$ cat config.mk
export PLATFORM = sky130hd
export DESIGN_NAME = login_controller
export DESIGN_NICKNAME = d
export VERILOG_FILES = /design/src/rtl/login_controller.sv
export SDC_FILE = /design/constraint.sdc
export NUM_CORES = 1
export LEC_CHECK = 0
export CORE_MARGIN = 4
export CORE_UTILIZATION = 35
export DETAILED_ROUTE_END_ITERATION = 6
export PLACE_DENSITY_LB_ADDON = 0.25
export RECOVER_POWER = 50
export SLEW_MARGIN = 20
export SYNTH_ARGS = -nofsm -noshare
export SYNTH_HDL_FRONTEND = slang
export SYNTH_SLANG_ARGS = --single-unit
export TNS_END_PERCENT = 5
$ cat constraint.sdc
create_clock -name clk -period 5.2 [get_ports clk]
set_input_delay 1.04 -clock clk [delete_from_list [all_inputs] [get_ports clk]]
set_output_delay 1.04 -clock clk [all_outputs]
set_load 0.05 [all_outputs]
$ cat src/rtl/login_controller.sv
// Session front-end for the authenticator: card latch, decimal PIN assembly,
// retry limit with a per-account lock, entry timeout and session grant.
//
// state  | meaning
// IDLE   | waiting for card_in
// LOOKUP | one cycle, authenticator resolves acc_num
// ENTRY  | collecting keypad digits, timeout running
// CHECK  | one cycle, authenticator compares pin
// ACTIVE | authenticated session granted downstream
// EJECT  | one-cycle card return pulse
module login_controller #(
   parameter int MAX_ATTEMPTS   = 3,
   parameter int PIN_DIGITS     = 4,
   parameter int TIMEOUT_CYCLES = 1000
) (
   input  logic        clk,
   input  logic        rst_n,
   input  logic        card_in,
   input  logic [3:0]  card_acc_num,
   input  logic        digit_valid,
   input  logic [3:0]  digit,
   input  logic        clear,
   input  logic        cancel,
   input  logic        logout,
   input  logic        acc_found_stat,
   input  logic        acc_auth_stat,
   input  logic [3:0]  acc_index_in,
   output logic [3:0]  acc_num,
   output logic [15:0] pin,
   output logic        session_active,
   output logic [3:0]  session_acc_index,
   output logic [1:0]  attempts_left,
   output logic        eject,
   output logic [2:0]  err_code,
   output logic [2:0]  state
);

   localparam int CNT_W = $clog2(PIN_DIGITS + 1);
   localparam int TMR_W = $clog2(TIMEOUT_CYCLES + 1);

   typedef enum logic [2:0] {
      IDLE   = 3'd0,
      LOOKUP = 3'd1,
      ENTRY  = 3'd2,
      CHECK  = 3'd3,
      ACTIVE = 3'd4,
      EJECT  = 3'd5
   } state_t;

   state_t             state_q, state_nxt;
   logic [3:0]         acc_q, acc_nxt;
   logic [15:0]        pin_q, pin_nxt;
   logic [3:0]         idx_q, idx_nxt;
   logic [1:0]         att_q, att_nxt;
   logic [2:0]         err_q, err_nxt;
   logic [CNT_W-1:0]   cnt_q, cnt_nxt;
   logic [TMR_W-1:0]   tmr_q, tmr_nxt;
   logic [15:0]        lock_q, lock_nxt;

   always_ff @(posedge clk) begin
      if (!rst_n) begin
         state_q <= IDLE;
         acc_q   <= '0;
         pin_q   <= '0;
         idx_q   <= '0;
         att_q   <= 2'(MAX_ATTEMPTS);
         err_q   <= '0;
         cnt_q   <= '0;
         tmr_q   <= '0;
         lock_q  <= '0;
      end else begin
         state_q <= state_nxt;
         acc_q   <= acc_nxt;
         pin_q   <= pin_nxt;
         idx_q   <= idx_nxt;
         att_q   <= att_nxt;
         err_q   <= err_nxt;
         cnt_q   <= cnt_nxt;
         tmr_q   <= tmr_nxt;
         lock_q  <= lock_nxt;
      end
   end

   always_comb begin
      state_nxt = state_q;
      acc_nxt   = acc_q;
      pin_nxt   = pin_q;
      idx_nxt   = idx_q;
      att_nxt   = att_q;
      err_nxt   = err_q;
      cnt_nxt   = cnt_q;
      tmr_nxt   = tmr_q;
      lock_nxt  = lock_q;
      case (state_q)
         IDLE: begin
            if (card_in) begin
               acc_nxt = card_acc_num;
               err_nxt = 3'd0;
               if (lock_q[card_acc_num]) begin
                  state_nxt = EJECT;
                  err_nxt   = 3'd3;
               end else begin
                  state_nxt = LOOKUP;
               end
            end
         end
         LOOKUP: begin
            if (!acc_found_stat) begin
               state_nxt = EJECT;
               err_nxt   = 3'd1;
            end else begin
               state_nxt = ENTRY;
               pin_nxt   = '0;
               cnt_nxt   = '0;
               att_nxt   = 2'(MAX_ATTEMPTS);
               tmr_nxt   = '0;
            end
         end
         ENTRY: begin
            if (cancel) begin
               state_nxt = EJECT;
               err_nxt   = 3'd5;
            end else if (clear) begin
               pin_nxt = '0;
               cnt_nxt = '0;
               tmr_nxt = '0;
            end else if (digit_valid && digit <= 4'd9) begin
               pin_nxt = pin_q * 16'd10 + {12'd0, digit};
               cnt_nxt = cnt_q + 1'b1;
               tmr_nxt = '0;
               if (cnt_q == CNT_W'(PIN_DIGITS - 1))
                  state_nxt = CHECK;
            end else if (tmr_q == TMR_W'(TIMEOUT_CYCLES - 1)) begin
               state_nxt = EJECT;
               err_nxt   = 3'd4;
            end else begin
               tmr_nxt = tmr_q + 1'b1;
            end
         end
         CHECK: begin
            if (acc_auth_stat) begin
               state_nxt = ACTIVE;
               idx_nxt   = acc_index_in;
               err_nxt   = 3'd0;
            end else begin
               att_nxt = att_q - 1'b1;
               if (att_q == 2'd1) begin
                  lock_nxt[acc_q] = 1'b1;
                  state_nxt       = EJECT;
                  err_nxt         = 3'd3;
               end else begin
                  state_nxt = ENTRY;
                  err_nxt   = 3'd2;
                  pin_nxt   = '0;
                  cnt_nxt   = '0;
                  tmr_nxt   = '0;
               end
            end
         end
         ACTIVE: begin
            if (logout || cancel)
               state_nxt = EJECT;
         end
         EJECT: begin
            pin_nxt   = '0;
            state_nxt = IDLE;
         end
         default: state_nxt = IDLE;
      endcase
   end

   assign acc_num           = acc_q;
   assign pin               = pin_q;
   assign session_active    = (state_q == ACTIVE);
   assign session_acc_index = idx_q;
   assign attempts_left     = att_q;
   assign eject             = (state_q == EJECT);
   assign err_code          = err_q;
   assign state             = state_q;

endmodule

==> Word-level counts from Yosys, hierarchy flattened <==
Cells that the tools add are included.
Widths: inputs -> output; s select.
{ "word_totals": {"elab_cells": 110, "reg_bits": 61, "out_inout_bits": 34, "in_bits": 21} }
{ "op_classes": {"reduce_logical": 17, "n_mul": 1, "bitwise_logic": 2, "order_cmp": 4, "eq_ne": 22, "mux": 51, "addsub": 4} }
{ "op_table": {"columns": ["cell", "n"], "rows": [
  ["$mux 16", 6],
  ["$mux 10", 7],
  ["$mux 3", 23],
  ["$pmux 16 s4", 1],
  ["$pmux 10 s3", 1],
  ["$reduce_and 6->1", 4],
  ["$add 16x4->16", 1],
  ["$mul 16x3->15 const B", 1],
  ["$or 16x16->16", 1],
  ["$pmux 3 s5", 1],
  ["$ne 2x2->1 const B", 6],
  ["$ne 3x3->1 const B", 4],
  ["$ne 4x4->1 const B", 3],
  ["$pmux 3 s4", 1],
  ["$add 10x1->10 const B", 1],
  ["$eq 10x10->1 const B", 1],
  ["$lt 4x5->1 const B", 2],
  ["$eq 3x2->1 const B", 3],
  ["$pmux 3 s3", 1],
  ["$mux 2", 4],
  ["$reduce_bool 4->1", 2],
  ["$eq 3x3->1 const B", 2],
  ["$reduce_and 3->1", 2],
  ["$reduce_and 5->1", 1],
  ["other kinds (18)", 22]
]} }

==> Depth between registers and ports, before layout <==
{ "logic_depth": {"ltp_word": 6, "mapped_depth": 10, "ltp_nobuf": 10} }

==> Least setup slack after synthesis <==
No wires, ideal clock.
{ "synth_path": {"path_type": "flip-flop to flip-flop", "startpoint": "register pin_q[1] (netlist: pin[1])", "endpoint": "register pin_q[15] (netlist: pin[15])", "slack_ns": 1.800, "period_less_slack_ns": 3.400, "setup_time_ns": 0.117, "path_stages_with_launch": 11, "arrival_ns": 3.283, "t_required_ns": 5.083, "n_path_buf": 0, "path_cell_list": "dfxtp_1 ha_1 ha_1 fa_1 a211o_2 a2111o_1 o311ai_2 nand3_2 nor4_2 xnor2_1 a32o_1"} }
{ "synth_between": {"elab_chain_len": 6} }
{ "synth_lines": {"columns": ["item", "line_no", "source"], "rows": [
  ["start, declared", "52", "logic [15:0] pin_q, pin_nxt;"],
  ["start signal, assigned", "74", "pin_q <= pin_nxt;"],
  ["$mul 16x3->15", "128", "pin_nxt = pin_q * 16'd10 + {12'd0, digit};"],
  ["$add 16x4->16", "128", null],
  ["$mux 16", "127", "end else if (digit_valid && digit <= 4'd9) begin"],
  ["$mux 16", "123", "end else if (clear) begin"],
  ["$mux 16", "120", "if (cancel) begin"],
  ["$pmux 16 s4", "94", "case (state_q)"]
]} }
Every way passes these cells. The select of a mux whose other input is x is not followed.
A chain may end at the register's enable or synchronous reset.

==> Worst setup path after layout <==
{ "layout_path": {"startpoint": "input digit[2]", "endpoint": "register tmr_q[7]"} }
{ "layout_between": {"elab_chain_len": 6, "word_cells_on_any_way": 8, "classes_between": "order compare (1); eq/ne (1); mux (4); reduce/logical (2)"} }
{ "layout_lines": {"columns": ["item", "line_no", "source"], "rows": [
  ["start, declared", "21", "input logic [3:0] digit,"],
  ["$le 4x4->1 (*)", "127", null],
  ["$logic_and 1x1->1 (*)", "127", null],
  ["$mux 10", "127", null],
  ["$mux 10", "123", null],
  ["$mux 10", "120", null],
  ["$pmux 10 s3", "94", null],
  ["end signal, assigned", "79", "tmr_q <= tmr_nxt;"],
  ["end, declared", "57", "logic [TMR_W-1:0] tmr_q, tmr_nxt;"]
]} }
Every way passes the cells marked *; elsewhere a longest branch is shown, timed or not. The select of a mux whose other input is x is not followed.

==> results.toml <==
[sta]
max_slew.worst_pin.slew_ns = 1.86
finalClockSkew_ns = 0.0120
layout_min_cycle_time_ns = 3.57
timing.final.crit_share = 0.687
fmax_ghz = 0.280
finalSetupTns_ns = 0
slew_headroom = -0.241
drv_slew = 42
rsz0062_at_grt = "no"
finalSetupViolations = 0
hold_violations = 0

[floorplan]
core_um2 = 10500
dieArea_um2 = 12600
io_pins = 55
start_util = 0.365
fp.dieW_um = 112
die_y_um = 112
num_rows = 37

[synth]
syn_nets = 504
yosysTopAreaCell = "dfxtp_1"
yosys-top-cells-count = "nor2_1 (77), dfxtp_1 (61), a21oi_1 (42)"
synthCells = 451
synth_edf_count = 0
synth-seq-cells = 61
synth_warnings = 0
yosysTopAreaCellShare = 0.320
synth.area.top_cells = "dfxtp_1 (32%), ha_1 (9.8%), nor2_1 (7.6%)"
synth.distinct_cells = 68
postSynth.asyncResetShare = 0
yosysMostFrequentCell = "nor2_1"
ys_seq_area_frac = 0.320
synth.avg_cell_area_um2 = 8.46
synth-main-ff-cell = "dfxtp_1"
syn_area_um2 = 3810

[clock_network]
clk_latency_ns = 0.34
clock_path_buffers = 2
clkSlewWorstSetupHoldPaths_ns = 0.07
htreeDepth = 3
post_cts_buffers = 0
cts_tree = "yes"
post_cts_resized = 0
cts_sinks = 61
cts-root-buf = "clkbuf_8"
cts_buffers = 9
hold_buffers = 0

[drt]
drt_iter0_drc = 140
via_per_inst = 5.39
vias = 3453
first_pass_iters = 4
wl_per_cell_um = 14.7
ant_nets = 0
wl_mm = 9.42
drc = 0

[global_routing]
grt_max_degree = 42
grt_util_all_layers = 0.151
grt_antenna_before_repair = 0
grt_pass1_wl_mm = 16.0
grt_pass1_vias = 3394
grt.overflow.total = 0

[placed_design]
dp_hpwl_mm = 7.06
io_buffers = 54
placedCellCount = 625
gp_congestion = 0.855

[power]
p_clk_frac = 0.340
max-vdd-ir-drop_mv = 0.137
seq_power_share = 0.408
total_power_mw = 1.28
p_sw_mw = 0.457
p_comb_frac = 0.252
p_leak_nw = 1.86
switching_share = 0.357
intPower_mw = 0.824
powerDensity_nw_per_um2 = 274

[worst_setup_path]
crit_fanout = 7
path_class = "primary input to register"
crit_buf_inv = 1
critPathRequiredTime_ns = 5.42
crit_slowest_cell = "dlygate4sd3_1"
max_stage_delay_ns = 0.60
critPathTopFamily = "compound AO/OA/AOI/OAI gates"
cp_cell_sequence = "dlygate4sd3_1, o21ai_0, a2111oi_0, o311ai_2, o21ai_1, nor4_1, xnor2_1, nor2_1"
critPathCaptureType = "register"
worstPathArrival_ns = 3.79
start_kind = "primary input"

[final_layout]
drive_above_1_share = 0.0792
regArea_um2 = 1220
fillers = 1061
multi_input_area_um2 = 2480
syn2layout_area_growth_pct = 22.4
nets = 553
stdcell_count = 641
num_antenna_cells = 0

[status]
violations = "max-capacitance violations, max-slew violations"
status = "finished, violations left"

[run]
maxCapViolCount = 1

[min_path]
min_path_type = "register to register"
## worst min-delay path, delay by kind of cell, from the launching register on
family	cells	cell delay, ns
flops	1	0.31
simple gates	1	0.05
compound gates	1	0.05
## routing by layer
layer / global-route usage / part of all wire
met4: 0.0465 / 0.016
met1: 0.200 / 0.47
met5: 0 / 0
met2: 0.240 / 0.46
met3: 0.0426 / 0.055
## worst paths after layout
kind                          from               endpoint  cells past startpoint  slack [ns]
max                       digit[2]  tmr_q[7]$_SDFFE_PN0P_                      8        1.63
min          cnt_q[1]$_SDFFE_PN0P_  cnt_q[1]$_SDFFE_PN0P_                      2        0.46
max reg2reg    pin[1]$_SDFFE_PN0P_   pin[14]$_SDFFE_PN0P_                     10        1.91
min reg2reg  cnt_q[1]$_SDFFE_PN0P_  cnt_q[1]$_SDFFE_PN0P_                      2        0.46
## state kept, by name (all words and copies together) (netlist names)
signal	flops
pin	16
lock_q	16
state	3
err_code	3
acc_num	4
session_acc_index	4
attempts_left	2
tmr_q	10
cnt_q	3
## cell type report
| class | instances | share of cell area |
|---|---|---|
| tap | 136 | 0.0364 |
| multi-input combinational | 361 | 0.532 |
| timing repair buffer | 55 | 0.117 |
| clock inverter | 7 | 0.0174 |
| inverter | 12 | 0.00965 |
| clock buffer | 9 | 0.0265 |
| sequential | 61 | 0.262 |
## placed cells by master, fill, tap and decap left out, drive strengths merged, types with 4 or more instances in the layout
cell	count
nor2	77
dfxtp	61
a21oi	42
clkdlybuf4s50	31
ha	30
nand2	29
dlygate4sd3	23
o21ai	23
xnor2	16
nor3	15
inv	13
nand3	12
a31oi	10
clkbuf	10
xor2	9
nor4	8
mux2i	7
nand4	6
nor2b	5
mux4	5
a32o	5
nor3b	4
clkinv	4
## metrics by stage
stage	utilization	hold slack (ns)	area, um^2	worst slack [ns]
floorplan	-	0.431	3810	1.80
global placement	0.427	0.443	4470	1.53
detailed placement	0.427	0.448	4470	1.43
CTS	0.447	0.465	4670	1.78
global route	0.446	0.497	4670	1.35
finish	0.446	0.463	4670	1.63
## power by group through the flow
stage | Sequential [mW] | Clock, mW | Combinational [mW]
3_3_place_gp | 0.533 | 0 | 0.324
5_1_grt | 0.529 | 0.473 | 0.353
4_1_cts | 0.523 | 0.453 | 0.328
6_report | 0.523 | 0.436 | 0.323
3_5_place_dp | 0.534 | 0 | 0.326
2_1_floorplan | 0.580 | 0 | 0.178
## cell families after synthesis
family	count (synthesis)	synth area share
AOI/OAI and AO/OA	118	0.208
xor gates and xnor gates	25	0.0594
adders and majority gates	32	0.109
buffers and inverters	29	0.0295
DFF	61	0.320
muxes	12	0.0479
and+or+nand+nor	174	0.226
Note: power is estimated with default switching activity, not from simulation.
